<file path="config.mk">
export PLATFORM = sky130hd
export DESIGN_NAME = interrupt_capture_ctrl
export DESIGN_NICKNAME = d
export VERILOG_FILES = /design/src/rtl/interrupt_capture_pkg.sv /design/src/rtl/interrupt_capture_bank.sv /design/src/rtl/interrupt_capture_ctrl.sv
export SDC_FILE = /design/constraint.sdc
export NUM_CORES = 1
export LEC_CHECK = 0
export BUFFER_PORTS_ARGS = -buffer_cell sky130_fd_sc_hd__clkbuf_2
export CORE_MARGIN = 10
export CORE_UTILIZATION = 55
export DETAILED_ROUTE_END_ITERATION = 12
export GPL_TIMING_DRIVEN = 1
export HOLD_SLACK_MARGIN = 0.05
export PLACE_DENSITY = 0.87
export SYNTH_ARGS = -nofsm -noshare
export SYNTH_HDL_FRONTEND = slang
export SYNTH_SLANG_ARGS = --single-unit
</file>
<file path="constraint.sdc">
create_clock -name csi_mem_clock_clock -period 1.7 [get_ports csi_mem_clock_clock]
set_input_delay 0.34 -clock csi_mem_clock_clock [delete_from_list [all_inputs] [get_ports csi_mem_clock_clock]]
set_output_delay 0.34 -clock csi_mem_clock_clock [all_outputs]
set_load 0.03 [all_outputs]
</file>
<file path="src/rtl/interrupt_capture_pkg.sv">
// interrupt_capture_pkg
//   Shared constants and helpers for the interrupt capture controller.
//   - REG_* : per-bank register offsets (word address bits [1:0])
//   - MAX_INTR : largest supported number of interrupt inputs
//   - bank_count() : number of 32-channel banks for a channel count
//   - bank_valid_mask() : implemented-channel mask for one bank
package interrupt_capture_pkg;

  localparam int MAX_INTR = 128;

  localparam logic [1:0] REG_STATUS = 2'd0;
  localparam logic [1:0] REG_ENABLE = 2'd1;
  localparam logic [1:0] REG_MODE   = 2'd2;
  localparam logic [1:0] REG_RAW    = 2'd3;

  function automatic int bank_count(input int n);
    return (n + 31) / 32;
  endfunction

  // Bits of bank b that map to a real channel (only the top bank can be partial).
  function automatic logic [31:0] bank_valid_mask(input int n, input int b);
    logic [31:0] m;
    m = '0;
    for (int i = 0; i < 32; i++) begin
      if ((32 * b + i) < n) m[i] = 1'b1;
    end
    return m;
  endfunction

endpackage

</file>
<file path="src/rtl/interrupt_capture_bank.sv">
// interrupt_capture_bank
//   One 32-channel slice: input sampling, edge detect, pending latch,
//   enable and mode registers, and the slice's masked-pending OR.
//   Optional macro AVS_INTR_SYNC_EN adds a two-flop synchroniser ahead of
//   the raw sample stage.
// Ports:
//   clk, rst_n            clock, asynchronous active-low reset
//   irq[31:0]             interrupt sources for this slice
//   wr_status/enable/mode register write strobes (already address-decoded)
//   wdata[31:0]           write data
//   status/enable/mode/raw register contents for readback
//   irq_any               |(status & enable), combinational
module interrupt_capture_bank
  import interrupt_capture_pkg::*;
#(
  parameter logic [31:0] VALID = 32'hFFFF_FFFF
) (
  input  logic        clk,
  input  logic        rst_n,
  input  logic [31:0] irq,
  input  logic        wr_status,
  input  logic        wr_enable,
  input  logic        wr_mode,
  input  logic [31:0] wdata,
  output logic [31:0] status,
  output logic [31:0] enable,
  output logic [31:0] mode,
  output logic [31:0] raw,
  output logic        irq_any
);

  logic [31:0] sample;
  logic [31:0] raw_d;
  logic [31:0] w1c;
  logic [31:0] rise;
  logic [31:0] status_next;

`ifdef AVS_INTR_SYNC_EN
  logic [31:0] sync_1;
  logic [31:0] sync_2;

  always_ff @(posedge clk or negedge rst_n) begin
    if (!rst_n) begin
      sync_1 <= '0;
      sync_2 <= '0;
    end else begin
      sync_1 <= irq & VALID;
      sync_2 <= sync_1;
    end
  end

  assign sample = sync_2;
`else
  assign sample = irq & VALID;
`endif

  // Edge channels: a new rising edge beats a simultaneous W1C.
  // Level channels: W1C beats the level for one cycle, then the still-high
  // source sets the bit again.
  always_comb begin
    w1c         = wr_status ? wdata : '0;
    rise        = raw & ~raw_d;
    status_next = ((mode & (rise | (status & ~w1c))) |
                   (~mode & ~w1c & (status | raw))) & VALID;
  end

  always_ff @(posedge clk or negedge rst_n) begin
    if (!rst_n) begin
      raw    <= '0;
      raw_d  <= '0;
      status <= '0;
      enable <= '0;
      mode   <= '0;
    end else begin
      raw    <= sample;
      raw_d  <= raw;
      status <= status_next;
      if (wr_enable) enable <= wdata & VALID;
      if (wr_mode)   mode   <= wdata & VALID;
    end
  end

  assign irq_any = |(status & enable);

endmodule

</file>
<file path="src/rtl/interrupt_capture_ctrl.sv">
// interrupt_capture_ctrl
//   Captures NUM_INTR (1..128) interrupt inputs as level or rising-edge
//   pending bits, masks them and drives one registered aggregated IRQ.
//   Software access is an Avalon-MM slave, read latency 1, zero wait.
//   Optional macro AVS_INTR_SYNC_EN: two-flop synchroniser on every input
//   (+2 cycles input-to-pending latency).
// Ports:
//   csi_mem_clock_clock    clock
//   rsi_mem_reset_reset_n  asynchronous active-low reset
//   avs_mem_address        word address {bank, reg[1:0]}
//   avs_mem_read/readdata  read strobe / data one cycle later (0 when idle)
//   avs_mem_write/writedata write strobe / data
//   irn_interrupt_irq      interrupt sources, active-high
//   ins_irq_irq            aggregated interrupt, active-high, registered
module interrupt_capture_ctrl
  import interrupt_capture_pkg::*;
#(
  parameter  int NUM_INTR  = 32,
  localparam int NUM_BANKS = bank_count(NUM_INTR),
  localparam int BANK_W    = (NUM_BANKS > 1) ? $clog2(NUM_BANKS) : 1,
  localparam int ADDR_W    = 2 + BANK_W
) (
  input  logic                csi_mem_clock_clock,
  input  logic                rsi_mem_reset_reset_n,
  input  logic [ADDR_W-1:0]   avs_mem_address,
  input  logic                avs_mem_read,
  output logic [31:0]         avs_mem_readdata,
  input  logic                avs_mem_write,
  input  logic [31:0]         avs_mem_writedata,
  input  logic [NUM_INTR-1:0] irn_interrupt_irq,
  output logic                ins_irq_irq
);

  logic [BANK_W-1:0]       bank_sel;
  logic [1:0]              reg_sel;
  logic [NUM_BANKS*32-1:0] irq_pad;
  logic [31:0]             status_b [NUM_BANKS];
  logic [31:0]             enable_b [NUM_BANKS];
  logic [31:0]             mode_b   [NUM_BANKS];
  logic [31:0]             raw_b    [NUM_BANKS];
  logic [NUM_BANKS-1:0]    any_b;
  logic [31:0]             rd_mux;

  assign bank_sel = avs_mem_address[ADDR_W-1:2];
  assign reg_sel  = avs_mem_address[1:0];
  assign irq_pad  = (NUM_BANKS*32)'(irn_interrupt_irq);

  for (genvar b = 0; b < NUM_BANKS; b++) begin : g_bank
    localparam logic [31:0] VMASK = bank_valid_mask(NUM_INTR, b);
    logic hit;

    assign hit = avs_mem_write && (bank_sel == BANK_W'(b));

    interrupt_capture_bank #(
      .VALID(VMASK)
    ) u_bank (
      .clk       (csi_mem_clock_clock),
      .rst_n     (rsi_mem_reset_reset_n),
      .irq       (irq_pad[32*b +: 32]),
      .wr_status (hit && (reg_sel == REG_STATUS)),
      .wr_enable (hit && (reg_sel == REG_ENABLE)),
      .wr_mode   (hit && (reg_sel == REG_MODE)),
      .wdata     (avs_mem_writedata),
      .status    (status_b[b]),
      .enable    (enable_b[b]),
      .mode      (mode_b[b]),
      .raw       (raw_b[b]),
      .irq_any   (any_b[b])
    );
  end

  // Unimplemented banks (address space beyond NUM_BANKS) fall through to 0.
  always_comb begin
    rd_mux = '0;
    for (int b = 0; b < NUM_BANKS; b++) begin
      if (bank_sel == BANK_W'(b)) begin
        case (reg_sel)
          REG_STATUS: rd_mux = status_b[b];
          REG_ENABLE: rd_mux = enable_b[b];
          REG_MODE:   rd_mux = mode_b[b];
          default:    rd_mux = raw_b[b];
        endcase
      end
    end
  end

  // rd_mux sees pre-edge register values, so a same-cycle write is not visible.
  always_ff @(posedge csi_mem_clock_clock or negedge rsi_mem_reset_reset_n) begin
    if (!rsi_mem_reset_reset_n) begin
      avs_mem_readdata <= '0;
      ins_irq_irq      <= 1'b0;
    end else begin
      avs_mem_readdata <= avs_mem_read ? rd_mux : '0;
      ins_irq_irq      <= |any_b;
    end
  end

endmodule

</file>
**Yosys cells after proc, flatten, opt, wreduce, memory -nomap -nowiden**

Index checks and enable logic that the tools add are counted.

- Register bits after elaboration: 193
- Input port bits: 71
- Word-level logic and storage cells: 32

- Equality and inequality tests: 2
- Muxes and demuxes: 4
- Bitwise logic cells: 13
- Reductions and logical operators: 6

Operators by type and width:

| cell | count |
|---|---|
| $and 32x32->32 | 6 |
| $mux 32 | 3 |
| $not 32->32 | 3 |
| $or 32x32->32 | 3 |
| $pmux 32 s3 | 1 |
| $reduce_or 32->1 | 1 |
| $logic_and 1x1->1 | 4 |
| $eq 2x1->1 const B | 1 |
| $eq 2x2->1 const B | 1 |
| $logic_not 2->1 | 1 |
| $not 1->1 | 1 |

**Longest topological paths before layout**

Gate-level depths: netlist (run 1).

- Word-level depth: 9
- Gate-level depth with buffers: 5
- Gate-level depth less buffers: 3

**Modules after synthesis**

Synthesis (run 1) repeated with hierarchy kept, for this count alone.

- Cell total of the unflattened synthesis: 565
- Area, all modules: 7,500.9 sq um

Modules (own cells, without submodules):

| module | instances | cells each | area an instance (sq um) | seq. area each (sq um) |
|---|---|---|---|---|
| interrupt_capture_bank | 1 | 416 | 5,689.2 | 4,003.8 |
| interrupt_capture_ctrl | 1 | 149 | 1,811.7 | 825.8 |

**Worst setup path after synthesis (run 1)**

No wires, ideal clock.

- Kind: input-to-reg
- From: input port avs_mem_address[1]
- To: register g_bank[0].u_bank.enable[22]
- Setup time: 125 ps
- Data arrival time: 1,511 ps
- Required time: 1,575 ps
- Path slack: 64 ps
- Cell stages on the path: 5
- Path buffers: 3
- Cell sequence: buf_2 -> nor4bb_1 -> clkbuf_1 -> buf_2 -> mux2_2

- Cells in the longest elaborated chain, start to end: 2

RTL lines:

| element | line | source |
|---|---|---|
| start: declaration | interrupt_capture_ctrl.sv:25 | `input logic [ADDR_W-1:0] avs_mem_address,` |
| $eq 2x1->1 | interrupt_capture_ctrl.sv:61 | `.wr_enable (hit && (reg_sel == REG_ENABLE)),` |
| $logic_and 1x1->1 | interrupt_capture_ctrl.sv:61 |  |
| end signal: assignment | interrupt_capture_bank.sv:78 | `if (wr_enable) enable <= wdata & VALID;` |
| end: declaration | interrupt_capture_bank.sv:26 | `output logic [31:0] enable,` |

No other way between the ends.
A chain may end at the register's enable or synchronous reset.

**Worst setup path after layout (run 1)**

- From: register g_bank[0].u_bank.status[28]
- To: register ins_irq_irq

- Cells in the longest elaborated chain, start to end: 2

RTL lines:

| element | line | source |
|---|---|---|
| start: declaration | interrupt_capture_bank.sv:25 | `output logic [31:0] status,` |
| start signal: assignment | interrupt_capture_bank.sv:77 | `status <= status_next;` |
| $and 32x32->32 | interrupt_capture_bank.sv:83 | `assign irq_any = \|(status & enable);` |
| $reduce_or 32->1 | interrupt_capture_bank.sv:83 |  |
| net any_b | interrupt_capture_ctrl.sv:41 | `logic [NUM_BANKS-1:0] any_b;` |
| end signal: assignment | interrupt_capture_ctrl.sv:94 | `ins_irq_irq <= \|any_b;` |
| end: declaration | interrupt_capture_ctrl.sv:31 | `output logic ins_irq_irq` |

The timed path passes the listed nets, and every way through them passes these cells.

==> results.ini, run 1 <==
[status]
outcome = complete, no violations

[hold_path]
min_path_type = in -> reg

[critical_path]
slowest_delay_ns = 0.54
critical_path_class = reg -> reg
path_max_fanout = 3
start_kind = register
slowest_stage = or4_1
endpoint_kind = register
path_cells = a22oi_1 -> nand4_1 -> or4_1
cp_data_required_time_ns = 2.01
arrival_ns = 1.88

[synthesis]
synth_cell_types = 21
yosysTopAreaCell = dfrtp_1
synthTopCellsByArea = dfrtp_1 63%, mux4_2 9.5%, mux2_2 6.9%
synth_seq_cells = 193
synth_warnings = 0
synth_top_area_share_pct = 63.41
syn_area_mm2 = 0.007616
yosysSeqAreaShare_pct = 63.41
postSynthCellCount = 499
synth.avg_cell_area_um2 = 15.26
synth_fp_nets = 570

[detailed_routing]
drc = 0
drtIter0Drc = 466
vias = 4768
via_per_inst = 5.731
wl_per_cell_um = 20.74
firstDrtPassIters = 4
wirelength_um = 17260
ant_nets = 0

[place]
place_area_mm2 = 0.008481
hpwl_um = 11650
port_buffers = 103
gp_congestion = 0.8213

[cells_and_area]
layout_commonest_cell = dfrtp_1
final_nets = 716
fillers = 871
drive_gt1_share_pct = 34.60
fin_area_mm2 = 0.009384
layout_common_cells = 193 x dfrtp_1, 102 x clkbuf_2, 63 x nand2_1, 47 x mux2_2
syn2layout_area_growth_pct = 23.21
final_util_pct = 70.03
diodes = 0

[timing]
worstMarginPinSlew_ns = 0.4013
slew_headroom_pct = 73.25
finalCritPeriodShare_pct = 92.51
finalCriticalPeriod_ns = 1.573
finalHoldViolations = 0
timing.fmax_ghz = 0.6359
fin_skew_ns = 0.009493
rsz0062_at_grt = false
setup_viol = 0
slew_viol_final = 0

[die]
core_area_mm2 = 0.01340
dieHeight_um = 137.7
fp.dieArea_mm2 = 0.01895
start_util_pct = 56.83
rows = 42
die_w_um = 137.7
pin_count = 104

[cts]
cts_buffers = 17
insertion_delay_ns = 0.43
cts.clk_slew.worst_paths_ns = 0.07
post_cts_buffers = 0
root_buffer = clkbuf_16
cts-resized-gates = 0
cts_tree = yes
clkSinkCount = 193
h-tree-depth = 4
clock_path_buffers = 2

[global_routing]
antenna_found_initial = 0
grt_start_max_net_pins = 48
grt_pass1_wl_um = 28260
grtUsageTotal_pct = 19.53
grt_pass1_vias = 5342
overflow = 0

[pwr]
ir_drop_mv = 0.8016
power_density_mw_per_mm2 = 1150
power.total_mw = 10.79
p_leak_nw = 3.998

[flow_run]
max-cap-violations = 0

## metrics by stage
step | setup WS [ns] | setup TNS (ns) | hold WS [ns] | std cells
2_1_floorplan | 0.06432 | 0 | 0.04441 | 499
3_3_place_gp | 0.02318 | 0 | 0.3067 | 769
3_5_place_dp | -0.05377 | -0.5742 | 0.3102 | 769
4_1_cts | 0.1228 | 0 | 0.1661 | 832
5_1_grt | 0.01957 | 0 | 0.1712 | 832
6_report | 0.1274 | 0 | 0.1781 | 832
## layer usage
| metal | wire, um | GRT usage, % | vias up | share of wire [%] |
|---|---|---|---|---|
| met1 | 7128 | 24.36 | 2450 | 41 |
| met5 | 0 | 0 | - | 0 |
| met3 | 1168 | 5.608 | 33 | 6.8 |
| li1 | - | - | 2134 | - |
| met2 | 8497 | 31.08 | 151 | 49 |
| met4 | 461 | 8.724 | 0 | 2.7 |
## registers in the layout (all words and copies together) (netlist names)
| register | count |
|---|---|
| avs_mem_readdata | 32 |
| g_bank.u_bank.enable | 32 |
| g_bank.u_bank.mode | 32 |
| g_bank.u_bank.raw | 32 |
| g_bank.u_bank.raw_d | 32 |
| g_bank.u_bank.status | 32 |
| ins_irq_irq | 1 |
## where the power goes
part | total [mW] | internal (mW) | leakage (nW) | switching [mW]
registers | 5.47 | 5.09 | 2.24 | 0.377
logic | 1.45 | 0.819 | 1.48 | 0.627
clock network | 3.88 | 2.30 | 0.279 | 1.58
## worst paths after layout
| path | endpoint | slack (ns) | startpoint | cells past startpoint |
|---|---|---|---|---|
| min in group asynchronous | avs_mem_readdata[29]$_DFF_PN0_ | 0.42 | rsi_mem_reset_reset_n | 2 |
| min reg2reg | g_bank[0].u_bank.raw_d[17]$_DFF_PN0_ | 0.40 | g_bank[0].u_bank.raw[17]$_DFF_PN0_ | 0 |
| max in group asynchronous | g_bank[0].u_bank.raw_d[8]$_DFF_PN0_ | 0.71 | rsi_mem_reset_reset_n | 3 |
| max | ins_irq_irq$_DFF_PN0_ | 0.13 | g_bank[0].u_bank.status[28]$_DFF_PN0_ | 3 |
| min | g_bank[0].u_bank.enable[26]$_DFFE_PN0P_ | 0.18 | avs_mem_writedata[26] | 2 |
| max reg2reg | ins_irq_irq$_DFF_PN0_ | 0.13 | g_bank[0].u_bank.status[28]$_DFF_PN0_ | 3 |
## kinds of logic after synthesis
family          Yosys count  synth area share [%]
flops                   193                 63.41
compound gates           49                 5.832
simple gates            136                 9.956
mux                      96                 18.93
buf+inv                  25                 1.873
## worst max-delay path, delay by kind of cell (launching register included)
kind | cells | cell delay (ns)
AND/OR/NAND/NOR | 2 | 0.74
flip-flops | 1 | 0.41
AO/OA/AOI/OAI | 1 | 0.30
## synth_stat cells
cell type,count
o21ai_1,1
nand2_1,63
buf_2,12
mux4_2,32
mux2_2,47
nor4bb_1,2
nand3b_1,31
a32o_1,31
or4_1,1
dfrtp_1,193
nand4_1,4
clkbuf_1,6
mux2_1,17
o2bb2ai_1,1
buf_1,1
nand2b_1,1
buf_6,3
nor2b_1,33
buf_4,3
nor4b_4,1
a22oi_1,16
## timing repair
item	CTS	global route
endpoints found under the hold margin	74	0
endpoints found under the setup margin	0	0
hold buffers	33	0
## final cells by class
cell class	count	area (um2)	area share (%)
tap	176	220.2	2.347
clock buffer	25	495.5	5.280
multi-input combinational	281	2674	28.49
clock inverter	5	77.57	0.8267
sequential	193	4830	51.47
timing repair buffer	152	1087	11.59
(Power assumes the default switching activity.)
==> run 2: changes to the inputs <==
Settings changed: SETUP_SLACK_MARGIN set to 0.3, SKIP_LAST_GASP set to 1, SLEW_MARGIN set to 10.
==> run 2 against run 1 <==
Effect of this change: final cell count grew 0.60%; via count grew 4.5%; largest power group unchanged; wire length grew 9.0%; highest routed layer unchanged; critical path type unchanged.
==> results.ini, run 2 (synthesis results as in run 1) <==
[cells_and_area]
drive_gt1_share_pct = 39.94  ; was 34.60%
layout_commonest_cell = dfrtp_1  ; unchanged
syn2layout_area_growth_pct = 28.70  ; was 23.21%
fin_area_mm2 = 0.009802  ; was 0.009384 mm2
multi_input_area_mm2 = 0.002959  ; was 0.002674 mm2
final_nets = 719  ; was 716
final-seq-area_mm2 = 0.004830  ; unchanged
layout_common_cells = 193 x dfrtp_1, 101 x clkbuf_2, 63 x nand2_1, 59 x mux2_4  ; was 193 x dfrtp_1, 102 x clkbuf_2, 63 x nand2_1, 47 x mux2_2
diodes = 0  ; unchanged
fillers = 758  ; was 871

[critical_path]
critical_path_class = reg -> reg  ; unchanged
path_max_fanout = 3  ; unchanged
start_kind = register  ; unchanged
path_cells = a22oi_2 -> nand4_1 -> or4_4  ; was a22oi_1 -> nand4_1 -> or4_1
arrival_ns = 1.81  ; was 1.88 ns
path_buf_inv = 0  ; unchanged
slowest_delay_ns = 0.58  ; was 0.54 ns
cp_data_required_time_ns = 2.00  ; was 2.01 ns
endpoint_kind = register  ; unchanged
slowest_stage = or4_4  ; was or4_1
crit_family = simple AND/OR/NAND/NOR gates  ; unchanged

[global_routing]
grt_start_max_net_pins = 62  ; was 48
grtUsageTotal_pct = 20.91  ; was 19.53%
antenna_found_initial = 0  ; unchanged
grt_pass1_vias = 5573  ; was 5342
overflow = 0  ; unchanged
grt_pass1_wl_um = 30340  ; was 28260 um

[detailed_routing]
via_per_inst = 5.955  ; was 5.731
drtIter0Drc = 469  ; was 466
wirelength_um = 18820  ; was 17260 um
drc = 0  ; unchanged
firstDrtPassIters = 5  ; was 4
ant_nets = 0  ; unchanged
wl_per_cell_um = 22.48  ; was 20.74 um
vias = 4984  ; was 4768

[cts]
clkSinkCount = 193  ; unchanged
clock_path_buffers = 2  ; unchanged
root_buffer = clkbuf_16  ; unchanged
insertion_delay_ns = 0.43  ; about the same
cts_tree = yes  ; unchanged
cts_buffers = 17  ; unchanged
h-tree-depth = 4  ; unchanged
cts.clk_slew.worst_paths_ns = 0.07  ; about the same

[status]
outcome = complete, no violations  ; unchanged

[die]
rows = 42  ; unchanged
die_w_um = 137.7  ; unchanged
core_area_mm2 = 0.01340  ; unchanged
fp.dieArea_mm2 = 0.01895  ; unchanged
pin_count = 104  ; unchanged
start_util_pct = 56.83  ; unchanged
dieHeight_um = 137.7  ; unchanged

[place]
port_buffers = 103  ; unchanged
gp_congestion = 0.8341  ; was 0.8213
pre_cts_ws_ns = -0.03752  ; was -0.05377 ns
place_area_mm2 = 0.008700  ; was 0.008481 mm2
hpwl_um = 11750  ; was 11650 um

[timing]
rsz0062_at_grt = true  ; was false
finalCritPeriodShare_pct = 89.27  ; was 92.51%
worstMarginPinSlew_ns = 0.3488  ; was 0.4013 ns
setup_viol = 0  ; unchanged
finalHoldViolations = 0  ; unchanged
slew_viol_final = 0  ; unchanged
timing.fmax_ghz = 0.6589  ; was 0.6359 GHz
fin_skew_ns = 0.008069  ; was 0.009493 ns
finalCriticalPeriod_ns = 1.518  ; was 1.573 ns
setup_ws_ns = 0.1824  ; was 0.1274 ns
holdWs_ns = 0.1924  ; was 0.1781 ns
slew_headroom_pct = 76.74  ; was 73.25%

[hold_path]
min_path_type = in -> reg  ; unchanged

[pwr]
power.total_mw = 11.76  ; was 10.79 mW
p_leak_nw = 4.243  ; was 3.998 nW
power_density_mw_per_mm2 = 1200  ; was 1150 mW/mm2
ir_drop_mv = 0.8414  ; was 0.8016 mV

[flow_run]
max-cap-violations = 0  ; unchanged

run 2: changes by cell type in the layout (fill, tap and decap cells not counted), moves of 2 or more:
cell / before / now
buf_4: 7 / 10
bufinv_16: 2 / 6
a22oi_1: 16 / 4
clkbuf_1: 4 / 2
clkbuf_8: 5 / 3
mux2_4: 0 / 59
mux2_2: 47 / 5
clkinv_2: 2 / 4
a22oi_2: 0 / 12
mux2_1: 17 / 0
run 2: stage by stage:
step / util [%] / instances / setup TNS [ns]
floorplan: - / 499 / 0
global placement: 64.92 / 767 / 0
detailed placement: 64.92 / 767 / -0.07996
CTS: 72.75 / 834 / 0
global route: 73.15 / 837 / 0
finish: 73.15 / 837 / 0
run 2: final timing paths:
check / startpoint / to / slack (ns) / cells after the start
max: g_bank[0].u_bank.enable[29]$_DFFE_PN0P_ / ins_irq_irq$_DFF_PN0_ / 0.18 / 3
min: avs_mem_writedata[30] / g_bank[0].u_bank.mode[30]$_DFFE_PN0P_ / 0.19 / 2
max reg2reg: g_bank[0].u_bank.enable[29]$_DFFE_PN0P_ / ins_irq_irq$_DFF_PN0_ / 0.18 / 3
min reg2reg: g_bank[0].u_bank.raw[24]$_DFF_PN0_ / g_bank[0].u_bank.raw_d[24]$_DFF_PN0_ / 0.40 / 0
max in group asynchronous: rsi_mem_reset_reset_n / g_bank[0].u_bank.raw[16]$_DFF_PN0_ / 0.69 / 3
min in group asynchronous: rsi_mem_reset_reset_n / g_bank[0].u_bank.raw[8]$_DFF_PN0_ / 0.39 / 2
run 2: per-layer routing:
| layer | vias up | track usage, % | wire length, um |
|---|---|---|---|
| li1 | 2142 | - | - |
| met1 | 2612 | 24.23 | 7184 |
| met2 | 187 | 35.34 | 9830 |
| met3 | 43 | 6.191 | 1270 |
| met4 | 0 | 9.075 | 531 |
| met5 | - | 0 | 0 |
run 2: area by class of cell:
type	instances	share of cell area (%)
clock buffer	21	4.697
clock inverter	11	2.119
multi-input combinational	281	30.19
sequential	193	49.27
tap	176	2.247
timing repair buffer	155	11.48
run 2: repair_timing:
action	4_1_cts	5_1_grt
setup buffers	2	3
gates cloned	0	0
setup endpoints to repair	2	2
hold buffers	33	0
pin swaps	4	6
resized for setup	8	7
endpoints found under the hold margin	69	0
run 2: power by group:
| part | internal (mW) | switching, mW | total, mW | leakage (nW) |
|---|---|---|---|---|
| Sequential | 5.09 | 0.458 | 5.55 | 2.24 |
| Clock | 2.83 | 1.68 | 4.51 | 0.327 |
| Combinational | 1.05 | 0.666 | 1.71 | 1.68 |
run 2: worst register-to-register path, stage by stage, from the launching register on:
cell and delay (ns):
dfrtp_1 0.41, a22oi_2 0.24, nand4_1 0.16, or4_4 0.58
